<file path="config.mk">
export PLATFORM = sky130hd
export DESIGN_NAME = load_store_unit
export DESIGN_NICKNAME = d
export VERILOG_FILES = /design/src/rtl/lsu_pkg.sv /design/src/rtl/lsu_align.sv /design/src/rtl/load_store_unit.sv
export SDC_FILE = /design/constraint.sdc
export NUM_CORES = 1
export LEC_CHECK = 0
export BUFFER_PORTS_ARGS = -buffer_cell sky130_fd_sc_hd__buf_2
export CORE_MARGIN = 1.5
export CORE_UTILIZATION = 40
export DETAILED_ROUTE_END_ITERATION = 8
export PLACE_DENSITY = 0.67
export REMOVE_ABC_BUFFERS = 1
export SLEW_MARGIN = 20
export SYNTH_ARGS = -nofsm -noshare
export SYNTH_HDL_FRONTEND = slang
export SYNTH_SLANG_ARGS = --single-unit
</file>
<file path="constraint.sdc">
create_clock -name clk -period 6.2 [get_ports clk]
set_input_delay 0.31 -clock clk [delete_from_list [all_inputs] [get_ports clk]]
set_output_delay 0.31 -clock clk [all_outputs]
set_load 0.02 [all_outputs]
</file>
<file path="src/rtl/lsu_pkg.sv">
// Shared encodings and request classification for the load/store unit.
package lsu_pkg;

  // RV32I width/sign codes carried in funct3.
  localparam logic [2:0] F3_B  = 3'b000;
  localparam logic [2:0] F3_H  = 3'b001;
  localparam logic [2:0] F3_W  = 3'b010;
  localparam logic [2:0] F3_BU = 3'b100;
  localparam logic [2:0] F3_HU = 3'b101;

  typedef enum logic [1:0] {
    S_IDLE  = 2'd0,
    S_MERGE = 2'd1,
    S_RESP  = 2'd2
  } state_e;

  // Unknown width codes, unsigned stores and ambiguous class bits are illegal.
  function automatic logic is_illegal(input logic is_load, input logic is_store,
                                      input logic [2:0] funct3);
    logic bad_code;
    bad_code = !(funct3 inside {F3_B, F3_H, F3_W, F3_BU, F3_HU});
    return (is_load == is_store) || bad_code ||
           (is_store && (funct3 == F3_BU || funct3 == F3_HU));
  endfunction

  // Halfwords need an even address, words a 4-byte aligned one.
  function automatic logic is_misaligned(input logic [2:0] funct3, input logic [1:0] offset);
    logic mis;
    mis = 1'b0;
    if (funct3 == F3_H || funct3 == F3_HU) mis = offset[0];
    else if (funct3 == F3_W)               mis = (offset != 2'b00);
    return mis;
  endfunction

endpackage

</file>
<file path="src/rtl/lsu_align.sv">
// Byte-lane steering: load extraction/extension and store read-modify-write merge.
module lsu_align
  import lsu_pkg::*;
#(
  parameter int WORD_LENGTH = 32
) (
  input  logic [2:0]             funct3,
  input  logic [1:0]             offset,
  input  logic [WORD_LENGTH-1:0] rd_word,
  input  logic [WORD_LENGTH-1:0] wr_data,
  output logic [WORD_LENGTH-1:0] load_data,
  output logic [WORD_LENGTH-1:0] merged_word
);

  logic [7:0]  byte_sel;
  logic [15:0] half_sel;

  // Pick the addressed lane, extend it for loads and splice it in for stores.
  always_comb begin
    byte_sel    = rd_word[{offset, 3'b000} +: 8];
    half_sel    = rd_word[{offset[1], 4'b0000} +: 16];
    load_data   = '0;
    merged_word = rd_word;
    case (funct3)
      F3_B: begin
        load_data = {{(WORD_LENGTH-8){byte_sel[7]}}, byte_sel};
        merged_word[{offset, 3'b000} +: 8] = wr_data[7:0];
      end
      F3_H: begin
        load_data = {{(WORD_LENGTH-16){half_sel[15]}}, half_sel};
        merged_word[{offset[1], 4'b0000} +: 16] = wr_data[15:0];
      end
      F3_W: begin
        load_data   = rd_word;
        merged_word = wr_data;
      end
      F3_BU:   load_data = {{(WORD_LENGTH-8){1'b0}}, byte_sel};
      F3_HU:   load_data = {{(WORD_LENGTH-16){1'b0}}, half_sel};
      default: load_data = '0;
    endcase
  end

endmodule

</file>
<file path="src/rtl/load_store_unit.sv">
// Load/store unit: one request at a time; loads and word stores finish in one
// cycle, byte/half stores do a read in the accept cycle and a merged write in MERGE.
module load_store_unit
  import lsu_pkg::*;
#(
  parameter int WORD_LENGTH = 32,
  parameter int MEMORY_SIZE = 32
) (
  input  logic                   clk,
  input  logic                   rst,
  input  logic                   req_valid,
  output logic                   req_ready,
  input  logic                   req_is_load,
  input  logic                   req_is_store,
  input  logic [2:0]             req_funct3,
  input  logic [MEMORY_SIZE-1:0] req_addr,
  input  logic [WORD_LENGTH-1:0] req_wdata,
  output logic                   rsp_valid,
  output logic [WORD_LENGTH-1:0] rsp_rdata,
  output logic                   rsp_misaligned,
  output logic                   rsp_illegal,
  output logic [MEMORY_SIZE-1:0] mem_address,
  output logic [MEMORY_SIZE-1:0] mem_write_add,
  output logic [WORD_LENGTH-1:0] mem_write_data,
  output logic                   mem_write_enable,
  output logic                   mem_read_enable,
  input  logic [WORD_LENGTH-1:0] mem_data_out
);

  state_e                 state_q, state_d;
  logic [MEMORY_SIZE-1:0] addr_q, addr_d;
  logic [1:0]             offset_q, offset_d;
  logic [2:0]             funct3_q, funct3_d;
  logic [WORD_LENGTH-1:0] wdata_q, wdata_d;
  logic [WORD_LENGTH-1:0] word_q, word_d;
  logic [WORD_LENGTH-1:0] rdata_q, rdata_d;
  logic                   misaligned_q, misaligned_d;
  logic                   illegal_q, illegal_d;

  logic [MEMORY_SIZE-1:0] req_word_addr;
  logic                   acc_illegal, acc_misaligned;
  logic                   read_req, write_req;
  logic [2:0]             align_funct3;
  logic [1:0]             align_offset;
  logic [WORD_LENGTH-1:0] align_word, align_wdata, load_data, merged_word;

  assign req_word_addr  = req_addr >> 2;
  assign acc_illegal    = is_illegal(req_is_load, req_is_store, req_funct3);
  assign acc_misaligned = !acc_illegal && is_misaligned(req_funct3, req_addr[1:0]);

  lsu_align #(.WORD_LENGTH(WORD_LENGTH)) u_align (
    .funct3      (align_funct3),
    .offset      (align_offset),
    .rd_word     (align_word),
    .wr_data     (align_wdata),
    .load_data   (load_data),
    .merged_word (merged_word)
  );

  // Next-state, memory strobes and response capture.
  always_comb begin
    // NOTE: every output gets a value before the case so no path leaves one unassigned (no latches).
    state_d        = state_q;
    addr_d         = addr_q;
    offset_d       = offset_q;
    funct3_d       = funct3_q;
    wdata_d        = wdata_q;
    word_d         = word_q;
    rdata_d        = rdata_q;
    misaligned_d   = misaligned_q;
    illegal_d      = illegal_q;
    req_ready      = (state_q == S_IDLE);
    read_req       = 1'b0;
    write_req      = 1'b0;
    mem_address    = req_word_addr;
    mem_write_add  = req_word_addr;
    mem_write_data = req_wdata;
    align_funct3   = req_funct3;
    align_offset   = req_addr[1:0];
    align_word     = mem_data_out;
    align_wdata    = req_wdata;
    case (state_q)
      S_IDLE: begin
        if (req_valid) begin
          illegal_d    = acc_illegal;
          misaligned_d = acc_misaligned;
          rdata_d      = '0;
          state_d      = S_RESP;
          if (!acc_illegal && !acc_misaligned) begin
            if (req_is_load) begin
              read_req = 1'b1;
              rdata_d  = load_data;
            end else if (req_funct3 == F3_W) begin
              write_req = 1'b1;
            end else begin
              read_req = 1'b1;
              word_d   = mem_data_out;
              addr_d   = req_word_addr;
              offset_d = req_addr[1:0];
              funct3_d = req_funct3;
              wdata_d  = req_wdata;
              state_d  = S_MERGE;
            end
          end
        end
      end
      S_MERGE: begin
        align_funct3   = funct3_q;
        align_offset   = offset_q;
        align_word     = word_q;
        align_wdata    = wdata_q;
        mem_address    = addr_q;
        mem_write_add  = addr_q;
        mem_write_data = merged_word;
        write_req      = 1'b1;
        state_d        = S_RESP;
      end
      S_RESP:  state_d = S_IDLE;
      default: state_d = S_IDLE;
    endcase
  end

  // A reset in MERGE must never let the pending merged write reach memory.
  assign mem_write_enable = write_req & ~rst;
  assign mem_read_enable  = read_req & ~rst;

  assign rsp_valid      = (state_q == S_RESP);
  assign rsp_rdata      = rdata_q;
  assign rsp_misaligned = misaligned_q;
  assign rsp_illegal    = illegal_q;

  // State and datapath registers with synchronous reset.
  always_ff @(posedge clk) begin
    // NOTE: non-blocking assignments so every register samples pre-edge values.
    if (rst) begin
      state_q      <= S_IDLE;
      addr_q       <= '0;
      offset_q     <= '0;
      funct3_q     <= '0;
      wdata_q      <= '0;
      word_q       <= '0;
      rdata_q      <= '0;
      misaligned_q <= 1'b0;
      illegal_q    <= 1'b0;
    end else begin
      state_q      <= state_d;
      addr_q       <= addr_d;
      offset_q     <= offset_d;
      funct3_q     <= funct3_d;
      wdata_q      <= wdata_d;
      word_q       <= word_d;
      rdata_q      <= rdata_d;
      misaligned_q <= misaligned_d;
      illegal_q    <= illegal_d;
    end
  end

endmodule

</file>
======== Word-level counts from Yosys, hierarchy flattened ========
Index checks and enable logic that the tools add are counted.
word-level totals
  bits in registers ....................... 135
  bits of input ports ..................... 104
operators by class
  add/subtract/negate cells ............... 2
  reduce and logical (&&, ||, !) cells .... 17
  multiplexer cells ....................... 29
  shift operators ......................... 6
  eq/ne operators ......................... 12
  bitwise logic cells ..................... 5
operators with widths
  operator                                                number
  two-way mux 32 bit                                      5
  one-hot mux 32 bit (5 select lines)                     1
  one-hot mux 32 bit (3 select lines)                     1
  bitwise mux 32 bit                                      2
  variable shift 16 x 7 -> 32 bit (first input constant)  1
  variable shift 8 x 7 -> 32 bit (first input constant)   1
  variable part select 16 x 7 -> 32 bit                   1
  variable part select 32 x 6 -> 16 bit                   1
  variable part select 32 x 6 -> 8 bit                    1
  variable part select 8 x 7 -> 32 bit                    1
  two-way mux 30 bit                                      1
  negator 5 -> 7 bit                                      2
  equality test 3 bit (second input constant)             4
  two-way mux 1 bit                                       11
  two-way mux 2 bit                                       5
  equality test 3 x 1 -> 1 bit (second input constant)    2
  equality test 3 x 2 -> 1 bit (second input constant)    2
  zero test 3 bit                                         2
  AND reduction 5 bit                                     1
  nonzero test 5 bit                                      1
  logical OR 1 bit                                        4
  one-hot mux 2 bit (2 select lines)                      1
  logical AND 1 bit                                       3
  zero test 1 bit                                         3
  11 further kinds                                        14

======== Logic depth before layout (Yosys ltp) ========
  depth in word-level cells ............... 13
  mapped depth ............................ 10
  gate-level depth less buffers ........... 8

======== Cells and area by module ========
From an unflattened synthesis, not the netlist that was laid out.
unflattened totals
  cell total of the unflattened synthesis .. 1425
  area total of the unflattened synthesis .. 9943.3 um^2
modules (own cells, without submodules)
  module           sequential area each (um^2)  times used  area each (um^2)  cells each
  load_store_unit  2702.6                       1           6989.2            1007
  lsu_align        0.0                          1           2954.1            418

======== Least setup slack after synthesis ========
No wires, ideal clock.
  kind .................................... reg2out
  start point ............................. reg state_q[1]
  end point ............................... out mem_write_data[16]
  slack ................................... 3.505 ns
  required time ........................... 5.890 ns
  buffers on the path ..................... 2
  arrival ................................. 2.385 ns
  stages on the path, launching flop included .. 10
  cells stage by stage .................... dfxtp_1 buf_2 nand3b_1 a21boi_2 ha_1 clkbuf_1 o2111ai_1 o22ai_1 nand2_1 a31oi_1
between the ends
  word-level cells in the longest chain between the ends .. 7
  elaborated cells between the ends (all ways) .. 18
  those cells by class .................... 2 x add/sub; 3 x eq/ne; 4 x shift; 8 x mux; 1 x reduce/logical
RTL lines
  element                                                              line                              text
  start: declaration                                                   load_store_unit.sv:30             state_e state_q, state_d;
  start signal: assignment                                             load_store_unit.sv:146            state_q <= state_d;
  equality test 2 x 1 -> 1 bit *                                       load_store_unit.sv:82             case (state_q)
  two-way mux 2 bit                                                    load_store_unit.sv:82
  negator 5 -> 7 bit, on equally long branches                         lsu_align.sv:31, lsu_align.sv:27
  variable part select 16 x 7 -> 32 bit, or another cell as far along  lsu_align.sv:31                   merged_word[{offset[1], 4'b0000} +: 16] = wr_data[15:0];
  bitwise mux 32 bit, on equally long branches                         lsu_align.sv:31, lsu_align.sv:27
  one-hot mux 32 bit (3 select lines)                                  lsu_align.sv:24                   case (funct3)
  two-way mux 32 bit *                                                 load_store_unit.sv:82
  end: declaration                                                     load_store_unit.sv:24             output logic [WORD_LENGTH-1:0] mem_write_data,
Every way passes the cells marked *; elsewhere a longest branch is shown, timed or not.

======== Worst setup path in the final report ========
  start point ............................. reg state_q[1]
  end point ............................... out mem_write_data[20]
The elaborated chain is that of the path after synthesis.

==> flow_metrics.tcl <==
set metrics [dict create \
    rows 51 \
    cts.sinks 135 \
    slowest_stage "nand2b_4" \
    cap_violations 0 \
    setup_tns_ns 0 \
    power_density_mw_per_mm2 237 \
    cp-end-kind "output pin" \
    synth_edf_count 0 \
    worstMarginPinSlew_ns 1.06 \
    cts_buffers 17 \
    viasPerCell 5.52 \
    gp_congestion 0.959 \
    hold_violations 0 \
    outcome "completed" \
    die_h_um 145 \
    ys_warn_count 0 \
    synth-seq-cells 135 \
    p_clk_share_pct 45.7 \
    insertion_delay_ns 0.43 \
    vias 8524 \
    ios 238 \
    hp-class "in -> reg" \
    postCtsSetupBuffers 0 \
    dieArea_mm2 0.0209 \
    power_frac_comb_pct 15.4 \
    cts_resized 0 \
    die_x_um 145 \
    track_usage_pct 26.6 \
    relSlewSlack_pct 29.6 \
    cts.clk_slew.worst_paths_ns 0.06 \
    sw_frac_of_total_pct 28.3 \
    clock.fmax_mhz 212 \
    drc_errors 0 \
    htree_levels 4 \
    grt_pass1_wl_um 42500 \
    avgSynthCellArea_um2 7.18 \
    ys_seq_area_share_pct 33.7 \
    wl_um 27900 \
    netlist_instances 1116 \
    place_inst 1509 \
    rsz0062_at_grt "no" \
    first_iter_violations 970 \
    drive_gt1_share_pct 24.0 \
    ys_async_sr_fraction_pct 0 \
    ir_drop_uv 194 \
    post-route-min-period_ns 4.73 \
    slew_violations 0 \
    crit_type "reg -> out" \
    antenna_left 0 \
    critical-path-top-delay-family "compound AO/OA/AOI/OAI gates" \
    slowest_delay_ns 0.92 \
    antenna_found_initial 3 \
    dpl_cell_area_mm2 0.00904 \
    final_cells 1545 \
    hpwl_um 19000 \
    fin_crit_sh_pct 76.3 \
    synth.distinct_cells 65 \
    portBuffers 233 \
    core_mm2 0.0195 \
    wl_per_cell_um 18.0 \
    cp.arrival_ns 4.42 \
    cts_tree "built" \
    syn_area_mm2 0.00801 \
    start_util_pct 41.0 \
    switching_power_w 0.000652 \
    p_seq_share_pct 38.9 \
    hold_ws_ns 0.121 \
    grt_pass1_vias 7764 \
    place_ws_ns 1.95 \
    postCtsHoldBufs 0 \
    synth_flop_cell "dfxtp_1" \
    gr-total-overflow 0 \
    internal-power_w 0.00165 \
    first_pass_iters 6 \
    fin_skew_ns 0.00655 \
    fin_area_mm2 0.00969 \
    crit_path_start_kind "flop" \
    area_growth_pct 20.9 \
    crit_required_ns 5.89 \
    clk_path_buf_depth 2 \
    crit_buf_inv 2 \
    clockRootBuffer "clkbuf_16" \
    cp_cell_sequence "nand2b_4, a21oi_1, inv_2, ha_1, o2111ai_1, o22ai_1, nand2_1, a31oi_1, buf_2" \
    cp_max_fo 78 \
    grt_max_degree 100 \
    timing.final.ws_setup_ns 1.47 \
    p_leak_nw 4.13 \
    nets 1373 \
    setup_violations 0 \
]
## layout make-up
| type | count | area (µm²) |
|---|---|---|
| clock buffers | 22 | 494 |
| diodes | 3 | 7.51 |
| repair buffers | 245 | 1280 |
| flip-flops and latches | 135 | 2700 |
| fillers | 2017 | 9840 |
| clock inverters | 10 | 118 |
| inverters | 21 | 78.8 |
| well taps | 265 | 332 |
| multi-input cells | 844 | 4680 |
## per-layer routing
metal / vias to the layer above / track usage, % / wire length [µm]
met2: 410 / 41.4 / 12500
li1: 4159 / - / -
met4: 2 / 10.8 / 732
met1: 3894 / 34.5 / 11900
met5: - / 0 / 13
met3: 59 / 7.65 / 2720
## worst register-to-register path, stage by stage (launching register included)
cell	delay [ns]
dfxtp_1	0.60
nand2b_4	0.92
buf_4	0.65
mux2_2	0.46
nor3_1	0.79
a21oi_1	0.16
a221oi_1	0.30
## power groups by stage
stage | Combinational, W | Sequential (W) | Clock [W]
after floorplan | 0.000196 | 0.000911 | 0
after global placement | 0.000348 | 0.000913 | 0
after detailed placement | 0.000349 | 0.000914 | 0
after CTS | 0.000350 | 0.000895 | 0.00106
after global routing | 0.000383 | 0.000896 | 0.00110
final | 0.000354 | 0.000895 | 0.00105
## flip-flops by register name, indices dropped and copies added (netlist names)
signal / count
addr_q: 30
funct3_q: 3
offset_q: 2
rsp_illegal: 1
rsp_misaligned: 1
rsp_rdata: 32
state_q: 2
wdata_q: 32
word_q: 32
## worst paths after layout
| kind | from | to | slack (ns) | cells after the start |
|---|---|---|---|---|
| max | state_q[1] | mem_write_data[20] | 1.47 | 9 |
| min | req_addr[8] | addr_q[6] | 0.12 | 3 |
| max reg2reg | state_q[1] | rsp_rdata[6] | 2.23 | 6 |
| min reg2reg | rsp_rdata[8] | rsp_rdata[8] | 0.44 | 2 |
## per-stage QoR
step	util (%)	total power, W
floorplan	-	0.00111
global placement	46.3	0.00126
detailed placement	46.3	0.00126
CTS	49.4	0.00231
global route	49.6	0.00238
finish	49.6	0.00230
## Yosys cell counts, drive strengths merged (2+ instances only)
library cell | number | share of area [%]
a21boi | 3 | 0.47
mux2 | 11 | 1.5
o21ai | 34 | 2.1
o32a | 2 | 0.25
o21a | 2 | 0.19
or3b | 2 | 0.22
nand3b | 4 | 0.37
a22o | 9 | 0.98
nor2b | 3 | 0.23
buf | 60 | 4.8
ha | 5 | 0.78
nor3b | 2 | 0.19
inv | 21 | 0.98
nor2 | 32 | 1.5
nand2b | 6 | 0.47
a211oi | 15 | 1.4
nand3 | 5 | 0.31
or4b | 3 | 0.47
o22ai | 24 | 1.9
o2111ai | 2 | 0.22
and2 | 10 | 0.78
mux2i | 48 | 6.0
a31oi | 10 | 0.78
nor3 | 12 | 0.75
o31ai | 11 | 1.0
dfxtp | 135 | 34
o31a | 3 | 0.44
nand2 | 384 | 18
o22a | 7 | 0.77
and3b | 2 | 0.22
a221oi | 23 | 2.6
o32ai | 8 | 0.87
or2 | 3 | 0.23
a221o | 16 | 2.0
a311oi | 3 | 0.41
and3 | 4 | 0.31
a21oi | 120 | 7.5
clkbuf | 59 | 2.8
## logic make-up after synthesis
| family | count (synthesis) | share of synthesized area, % |
|---|---|---|
| AOI/OAI and AO/OA | 298 | 24.6 |
| xor gates and xnor gates | 1 | 0.109 |
| adders and majority gates | 5 | 0.781 |
| buffers and inverters | 140 | 8.56 |
| DFF | 135 | 33.7 |
| muxes | 59 | 7.54 |
| other | 1 | 0.0468 |
| and+or+nand+nor | 477 | 24.7 |
## cells in the final DEF (no fill, tap or decap), types with 11 or more instances in the layout
cell type	synthesis	layout
nand2_1	384	384
o21ai_1	27	27
nor2_1	32	32
buf_2	17	232
o22ai_1	24	24
o31ai_1	11	11
nor3_1	12	12
a21oi_1	120	119
inv_1	19	19
mux2i_1	48	48
clkbuf_16	0	17
buf_4	35	12
dfxtp_1	135	135
a221oi_1	22	22
a211oi_1	15	15
a221o_1	16	16
No activity file was read; power rests on OpenSTA's default activity.
